[config.mk]
export PLATFORM = sky130hd
export DESIGN_NAME = dope_motion
export DESIGN_NICKNAME = d
export VERILOG_FILES = /design/src/rtl/dope_motion.sv
export SDC_FILE = /design/constraint.sdc
export NUM_CORES = 1
export LEC_CHECK = 0
export ABC_AREA = 1
export ABC_CLOCK_PERIOD_IN_PS = 4030
export CAP_MARGIN = 10
export CORE_MARGIN = 2
export CORE_UTILIZATION = 45
export DETAILED_ROUTE_END_ITERATION = 8
export PLACE_DENSITY = 0.66
export REMOVE_ABC_BUFFERS = 1
export SKIP_LAST_GASP = 1
export SLEW_MARGIN = 20
export SYNTH_ARGS = -nofsm -noshare
export SYNTH_HDL_FRONTEND = slang
export SYNTH_SLANG_ARGS = --single-unit
[constraint.sdc]
create_clock -name clk -period 4.03 [get_ports clk]
set_input_delay 0.806 -clock clk [delete_from_list [all_inputs] [get_ports clk]]
set_output_delay 0.806 -clock clk [all_outputs]
set_load 0.01 [all_outputs]
[src/rtl/dope_motion.sv]
// dope_motion: player physics for the dope sprite.
// Handles walking, jump ascent, gravity fall with per-pixel landing
// detection, screen-bottom death and level respawn. Physics runs on a
// divided tick. Each fall tick is spread over a burst of single-pixel
// steps, and the floor stage is consulted after every pixel.
// Priority order: reset, then level_load, then tick or step actions.
// The dbg_* outputs expose the FSM state and the internal vy/steps
// registers for observation.
`timescale 1ns/1ps

module dope_motion #(
    parameter int TICK_DIV = 1_000_000,
    parameter int X_START  = 100,
    parameter int Y_START  = 447,
    parameter int X_MIN    = 65,
    parameter int X_MAX    = 627,
    parameter int Y_TOP    = 60,
    parameter int Y_DEAD   = 479,
    parameter int STEP_X   = 2,
    parameter int JUMP_V0  = 12,
    parameter int VMAX     = 8
) (
    input  logic       clk,
    input  logic       reset,
    input  logic       btn_left,
    input  logic       btn_right,
    input  logic       btn_jump,
    input  logic       level_load,
    input  logic       grounded,
    output logic [9:0] dope_x,
    output logic [9:0] dope_y,
    output logic       jump,
    output logic       falling,
    output logic       dead,
    output logic [2:0] dbg_state_o,
    output logic [3:0] dbg_vy_o,
    output logic [3:0] dbg_steps_o
);

    localparam int CW = (TICK_DIV > 1) ? $clog2(TICK_DIV) : 1;

    localparam logic [CW-1:0] TICK_LAST = CW'(TICK_DIV - 1);

    // Positions are extended to 11 bits so that clamping never sees a wrapped value.
    localparam logic [10:0] X_MIN_W  = 11'(X_MIN);
    localparam logic [10:0] X_MAX_W  = 11'(X_MAX);
    localparam logic [10:0] Y_TOP_W  = 11'(Y_TOP);
    localparam logic [10:0] Y_DEAD_W = 11'(Y_DEAD);
    localparam logic [10:0] STEP_W   = 11'(STEP_X);
    localparam logic [9:0]  X_MIN_N  = 10'(X_MIN);
    localparam logic [9:0]  X_MAX_N  = 10'(X_MAX);
    localparam logic [9:0]  Y_TOP_N  = 10'(Y_TOP);
    localparam logic [9:0]  X_START_N = 10'(X_START);
    localparam logic [9:0]  Y_START_N = 10'(Y_START);
    localparam logic [3:0]  JV0_N    = 4'(JUMP_V0);
    localparam logic [3:0]  VMAX_N   = 4'(VMAX);
    localparam logic [4:0]  VMAX_W   = 5'(VMAX);

    typedef enum logic [2:0] {
        S_GROUND    = 3'd0,
        S_RISE      = 3'd1,
        S_FALL      = 3'd2,
        S_FALL_STEP = 3'd3,
        S_DEAD      = 3'd4
    } state_t;

    state_t        state_q, state_d;
    logic [CW-1:0] cnt_q;
    logic          tick;
    logic          jl_q;
    logic          consume;

    logic [9:0]    x_q, x_d;
    logic [9:0]    y_q, y_d;
    logic [3:0]    vy_q, vy_d;
    logic [3:0]    steps_q, steps_d;
    logic          jump_q, jump_d;
    logic          falling_q, falling_d;
    logic          dead_q, dead_d;

    // Shared arithmetic, computed once and used by both comb processes.
    logic [10:0]   x_ext, x_inc, x_dec;
    logic [10:0]   y_ext, y_sub, y_step;
    logic [4:0]    vy_inc;
    logic [9:0]    x_walk;
    logic [9:0]    y_rise;
    logic [3:0]    vy_fall;
    logic          step_kills;
    logic          rise_ends;

    assign tick    = (cnt_q == TICK_LAST);
    assign consume = tick && (state_q == S_GROUND) && jl_q;

    // Free-running physics tick divider.
    always_ff @(posedge clk) begin
        if (reset) begin
            cnt_q <= '0;
        end else if (tick) begin
            cnt_q <= '0;
        end else begin
            cnt_q <= cnt_q + CW'(1);
        end
    end

    // Jump request latch. A pulse seen in the air stays pending until the next grounded tick.
    always_ff @(posedge clk) begin
        if (reset) begin
            jl_q <= 1'b0;
        end else if (level_load) begin
            jl_q <= 1'b0;
        end else begin
            jl_q <= (jl_q & ~consume) | btn_jump;
        end
    end

    // Horizontal walk with saturation at both screen boundaries.
    always_comb begin
        x_ext  = {1'b0, x_q};
        x_inc  = x_ext + STEP_W;
        x_dec  = x_ext - STEP_W;
        x_walk = x_q;
        if (btn_right && !btn_left) begin
            x_walk = (x_inc > X_MAX_W) ? X_MAX_N : x_inc[9:0];
        end else if (btn_left && !btn_right) begin
            x_walk = (x_ext < (X_MIN_W + STEP_W)) ? X_MIN_N : x_dec[9:0];
        end
    end

    // Vertical helpers: rise clamped at the top, fall speed capped, single-pixel step.
    always_comb begin
        y_ext      = {1'b0, y_q};
        y_sub      = y_ext - {7'd0, vy_q};
        y_rise     = (y_ext < (Y_TOP_W + {7'd0, vy_q})) ? Y_TOP_N : y_sub[9:0];
        rise_ends  = (vy_q <= 4'd1);
        vy_inc     = {1'b0, vy_q} + 5'd1;
        vy_fall    = (vy_inc > VMAX_W) ? VMAX_N : vy_inc[3:0];
        y_step     = y_ext + 11'd1;
        step_kills = (y_step >= Y_DEAD_W);
    end

    // State register.
    always_ff @(posedge clk) begin
        if (reset) begin
            state_q <= S_GROUND;
        end else begin
            state_q <= state_d;
        end
    end

    // Next-state logic. A tick landing in FALL_STEP or DEAD has no effect.
    always_comb begin
        state_d = state_q;
        if (level_load) begin
            state_d = S_GROUND;
        end else begin
            case (state_q)
                S_GROUND: begin
                    if (tick) begin
                        if (jl_q) begin
                            state_d = S_RISE;
                        end else if (!grounded) begin
                            state_d = S_FALL;
                        end
                    end
                end
                S_RISE: begin
                    if (tick && rise_ends) begin
                        state_d = S_FALL;
                    end
                end
                S_FALL: begin
                    if (tick) begin
                        state_d = S_FALL_STEP;
                    end
                end
                S_FALL_STEP: begin
                    if (grounded) begin
                        state_d = S_GROUND;
                    end else if (steps_q == 4'd0) begin
                        state_d = S_FALL;
                    end else if (step_kills) begin
                        state_d = S_DEAD;
                    end
                end
                S_DEAD: begin
                    state_d = S_DEAD;
                end
                default: begin
                    state_d = S_GROUND;
                end
            endcase
        end
    end

    // Output and datapath next values. Everything holds unless a tick or step acts.
    always_comb begin
        x_d       = x_q;
        y_d       = y_q;
        vy_d      = vy_q;
        steps_d   = steps_q;
        jump_d    = jump_q;
        falling_d = falling_q;
        dead_d    = dead_q;
        if (level_load) begin
            x_d       = X_START_N;
            y_d       = Y_START_N;
            vy_d      = 4'd0;
            steps_d   = 4'd0;
            jump_d    = 1'b0;
            falling_d = 1'b0;
            dead_d    = 1'b0;
        end else begin
            case (state_q)
                S_GROUND: begin
                    if (tick) begin
                        x_d = x_walk;
                        if (jl_q) begin
                            // The launch tick sets the speed only. Height starts changing on the next tick.
                            vy_d   = JV0_N;
                            jump_d = 1'b1;
                        end else if (!grounded) begin
                            vy_d      = 4'd0;
                            falling_d = 1'b1;
                        end
                    end
                end
                S_RISE: begin
                    // grounded is ignored here, so platforms can be passed from below.
                    if (tick) begin
                        x_d  = x_walk;
                        y_d  = y_rise;
                        vy_d = vy_q - 4'd1;
                        if (rise_ends) begin
                            vy_d      = 4'd0;
                            jump_d    = 1'b0;
                            falling_d = 1'b1;
                        end
                    end
                end
                S_FALL: begin
                    if (tick) begin
                        x_d     = x_walk;
                        vy_d    = vy_fall;
                        steps_d = vy_fall;
                    end
                end
                S_FALL_STEP: begin
                    // Move one pixel per clk. grounded is checked against the row just reached.
                    if (grounded) begin
                        vy_d      = 4'd0;
                        steps_d   = 4'd0;
                        falling_d = 1'b0;
                    end else if (steps_q != 4'd0) begin
                        y_d     = y_step[9:0];
                        steps_d = steps_q - 4'd1;
                        if (step_kills) begin
                            dead_d    = 1'b1;
                            falling_d = 1'b0;
                        end
                    end
                end
                default: begin
                    // In DEAD every output holds its value.
                end
            endcase
        end
    end

    // Datapath and output registers.
    always_ff @(posedge clk) begin
        if (reset) begin
            x_q       <= X_START_N;
            y_q       <= Y_START_N;
            vy_q      <= 4'd0;
            steps_q   <= 4'd0;
            jump_q    <= 1'b0;
            falling_q <= 1'b0;
            dead_q    <= 1'b0;
        end else begin
            x_q       <= x_d;
            y_q       <= y_d;
            vy_q      <= vy_d;
            steps_q   <= steps_d;
            jump_q    <= jump_d;
            falling_q <= falling_d;
            dead_q    <= dead_d;
        end
    end

    assign dope_x      = x_q;
    assign dope_y      = y_q;
    assign jump        = jump_q;
    assign falling     = falling_q;
    assign dead        = dead_q;
    assign dbg_state_o = state_q;
    assign dbg_vy_o    = vy_q;
    assign dbg_steps_o = steps_q;

endmodule

==> run metrics <==
outcome finished clean; Placer Congestion 0.866; Area contributors post-synth dfxtp_1 28%, nand2_1 11%, ha_1 7.4%, inv_1 6.8%, nand3_1 6.5%; buffer depth of the longest clock path 2; Peak VDD IR 0.173 mV; Residual DRC 0; instance area after placement 0.00438 mm2; GR Overflow Total 0; Worst Path Arrival 2.74 ns; routed wire length 9210 um; I/O pin count 41; fraction of post-synthesis cell area in the top cell type by area 0.282; CP endpoint kind flop; instance count along the most critical hold path 1; final clock period utilization by the worst path 0.616; CTS buffer count 5; I/O Buffers 40; Max Fclk 403 MHz; Gate Count Post-Synth 588; Synth Area per Inst 6.64 um2; Static Leakage 1.90 nW; number of antenna diodes 0; site row count 33; slew at the pin closest to its max-slew limit 0.733 ns; Seq/Total Area, Yosys 0.282; core area 0.00830 mm2; CP Max Fanout 10; number of max-capacitance violations reported 0; area growth from synthesis to final layout 14.7%; Final nets 655; starting density of the core 0.471; maximum number of pins on one net before global-route repair 22; total power density per cell area 204 mW/mm2; cell area after technology mapping 0.00391 mm2; vias in the first global route 3530; number of max-slew violations in the final report 0; unique cell type count in the Yosys netlist 41; Total Routing Usage GR 0.196; RSZ-0062 raised after global routing no; H-tree depth 2; sort of element at the start of the critical path flop; # clock sinks 55; initial detailed-routing violation count 154; DRT Pass-1 Iters 4; Final HPWL DP 7160 um; post-synthesis sequential element count 55; number of gates resized after CTS 0; endpoint required time on the critical path 4.29 ns; die area 0.00944 mm2; Syn. warnings 0; startpoint-to-endpoint class of the critical path flop to flop; clock tree skew after final layout 0.0113 ns; Reg clk slew, reported paths 0.11 ns; clock tree from TritonCTS done; Fin Setup TNS 0 ns; proportion of layout cells with a drive suffix above 1 0.0640; cell chosen for the clock root clkbuf_8; DRT antenna net count 0; number of buffers inserted for hold repair after clock tree synthesis 0; Fin. Hold Viols 0; cell accounting for the most synthesized area dfxtp_1; total number of vias 3869; finished layout cell area 0.00448 mm2; routed length per placed instance 12.6 um; worst-skew pair later-pin latency 0.32 ns; first-pass GRT wire length 15800 um; post-CTS setup buffers 0; chip width 97.2 um; via/cell ratio 5.30; minimum clock period after layout 2.48 ns; initial antenna violation count 0; Finish-stage setup viols 0; commonest non-fill, non-tap cell in the layout nand2_1; DIE HEIGHT 97.2 um; highest-count cells in the layout ignoring fill and taps 115 x nand2_1, 71 x inv_1, 57 x nor2_1; reg2reg path depth 11; Slew Limit Headroom 0.511; worst min path class flop to flop
[power by group]
group          switching [W]  internal (W)
Combinational      0.0000211     0.0000131
Clock               0.000200      0.000132
Sequential        0.00000191      0.000546
[critical path: stages, from the launching register on]
cell	delay [ns]
dfxtp_1	0.56
inv_1	0.16
ha_1	0.32
ha_1	0.29
a21oi_1	0.06
o31ai_1	0.23
nand2_1	0.08
nand3_1	0.28
nand3_1	0.13
o21ai_0	0.19
nand2_1	0.07
nand3_1	0.07
[stage by stage]
step | hold slack, ns | cells | worst slack [ns] | power [W] | utilization
final | 0.457 | 730 | 1.55 | 0.000914 | 0.540
after floorplan | 0.418 | 576 | 1.89 | 0.000581 | -
after detailed placement | 0.438 | 722 | 1.49 | 0.000595 | 0.528
after CTS | 0.466 | 730 | 1.58 | 0.000926 | 0.540
after global routing | 0.505 | 730 | 1.30 | 0.000952 | 0.540
after global placement | 0.435 | 722 | 1.53 | 0.000594 | 0.528
[flip-flops by register name (all words and copies together), names as in the netlist]
name / cells
falling: 1
jump: 1
jl_q: 1
dope_y: 10
dbg_vy_o: 4
dope_x: 10
dbg_steps_o: 4
cnt_q: 20
dbg_state_o: 3
dead: 1
[layer usage]
metal | global-route usage | wire length, um | vias to the layer above | share of wire
met1 | 0.275 | 4610 | 1760 | 0.50
met2 | 0.325 | 4190 | 78 | 0.46
met5 | 0 | 0 | - | 0
met3 | 0.0295 | 344 | 4 | 0.037
met4 | 0.0336 | 61 | 0 | 0.0066
li1 | - | - | 2027 | -
[logic make-up after synthesis]
family / share of synthesized area
adder cells (fa/ha/maj): 0.0788
flip-flops: 0.282
buffers and inverters: 0.0951
XOR/XNOR: 0.0448
AO/OA/AOI/OAI: 0.166
AND/OR/NAND/NOR: 0.333
[layout make-up]
| cell class | instances | area [um2] |
|---|---|---|
| clock buffer | 5 | 68.8 |
| clock inverter | 3 | 28.8 |
| fill | 823 | 3820 |
| inverter | 82 | 309 |
| multi-input combinational | 439 | 2430 |
| sequential | 55 | 1100 |
| tap | 105 | 131 |
| timing repair buffer | 41 | 408 |
[Yosys cell counts, drive strengths merged]
library cell and number:
inv 79, nand2 120, xor2 16, o21bai 4, a211oi 5, or2 1
nand3b 2, and3 1, a21oi 50, o211ai 7, o22ai 3, nor3b 3
ha 23, o41ai 1, o31ai 1, dfxtp 55, nand3 53, nor2 67
clkinv 3, nor4 1, o21a 2, buf 5, xnor2 4, clkbuf 7
o21ai 38, nand4 12, fa 1, nor3 19, a31oi 5
[final timing paths]
path                       startpoint                     end  slack (ns)
max          dbg_vy_o[2]$_SDFFE_PP0P_  dope_y[7]$_SDFFE_PP1P_        1.55
min               cnt_q[0]$_SDFF_PP0_     cnt_q[0]$_SDFF_PP0_        0.46
max reg2reg  dbg_vy_o[2]$_SDFFE_PP0P_  dope_y[7]$_SDFFE_PP1P_        1.55
min reg2reg       cnt_q[0]$_SDFF_PP0_     cnt_q[0]$_SDFF_PP0_        0.46
Power figures use the tool's default switching activity.
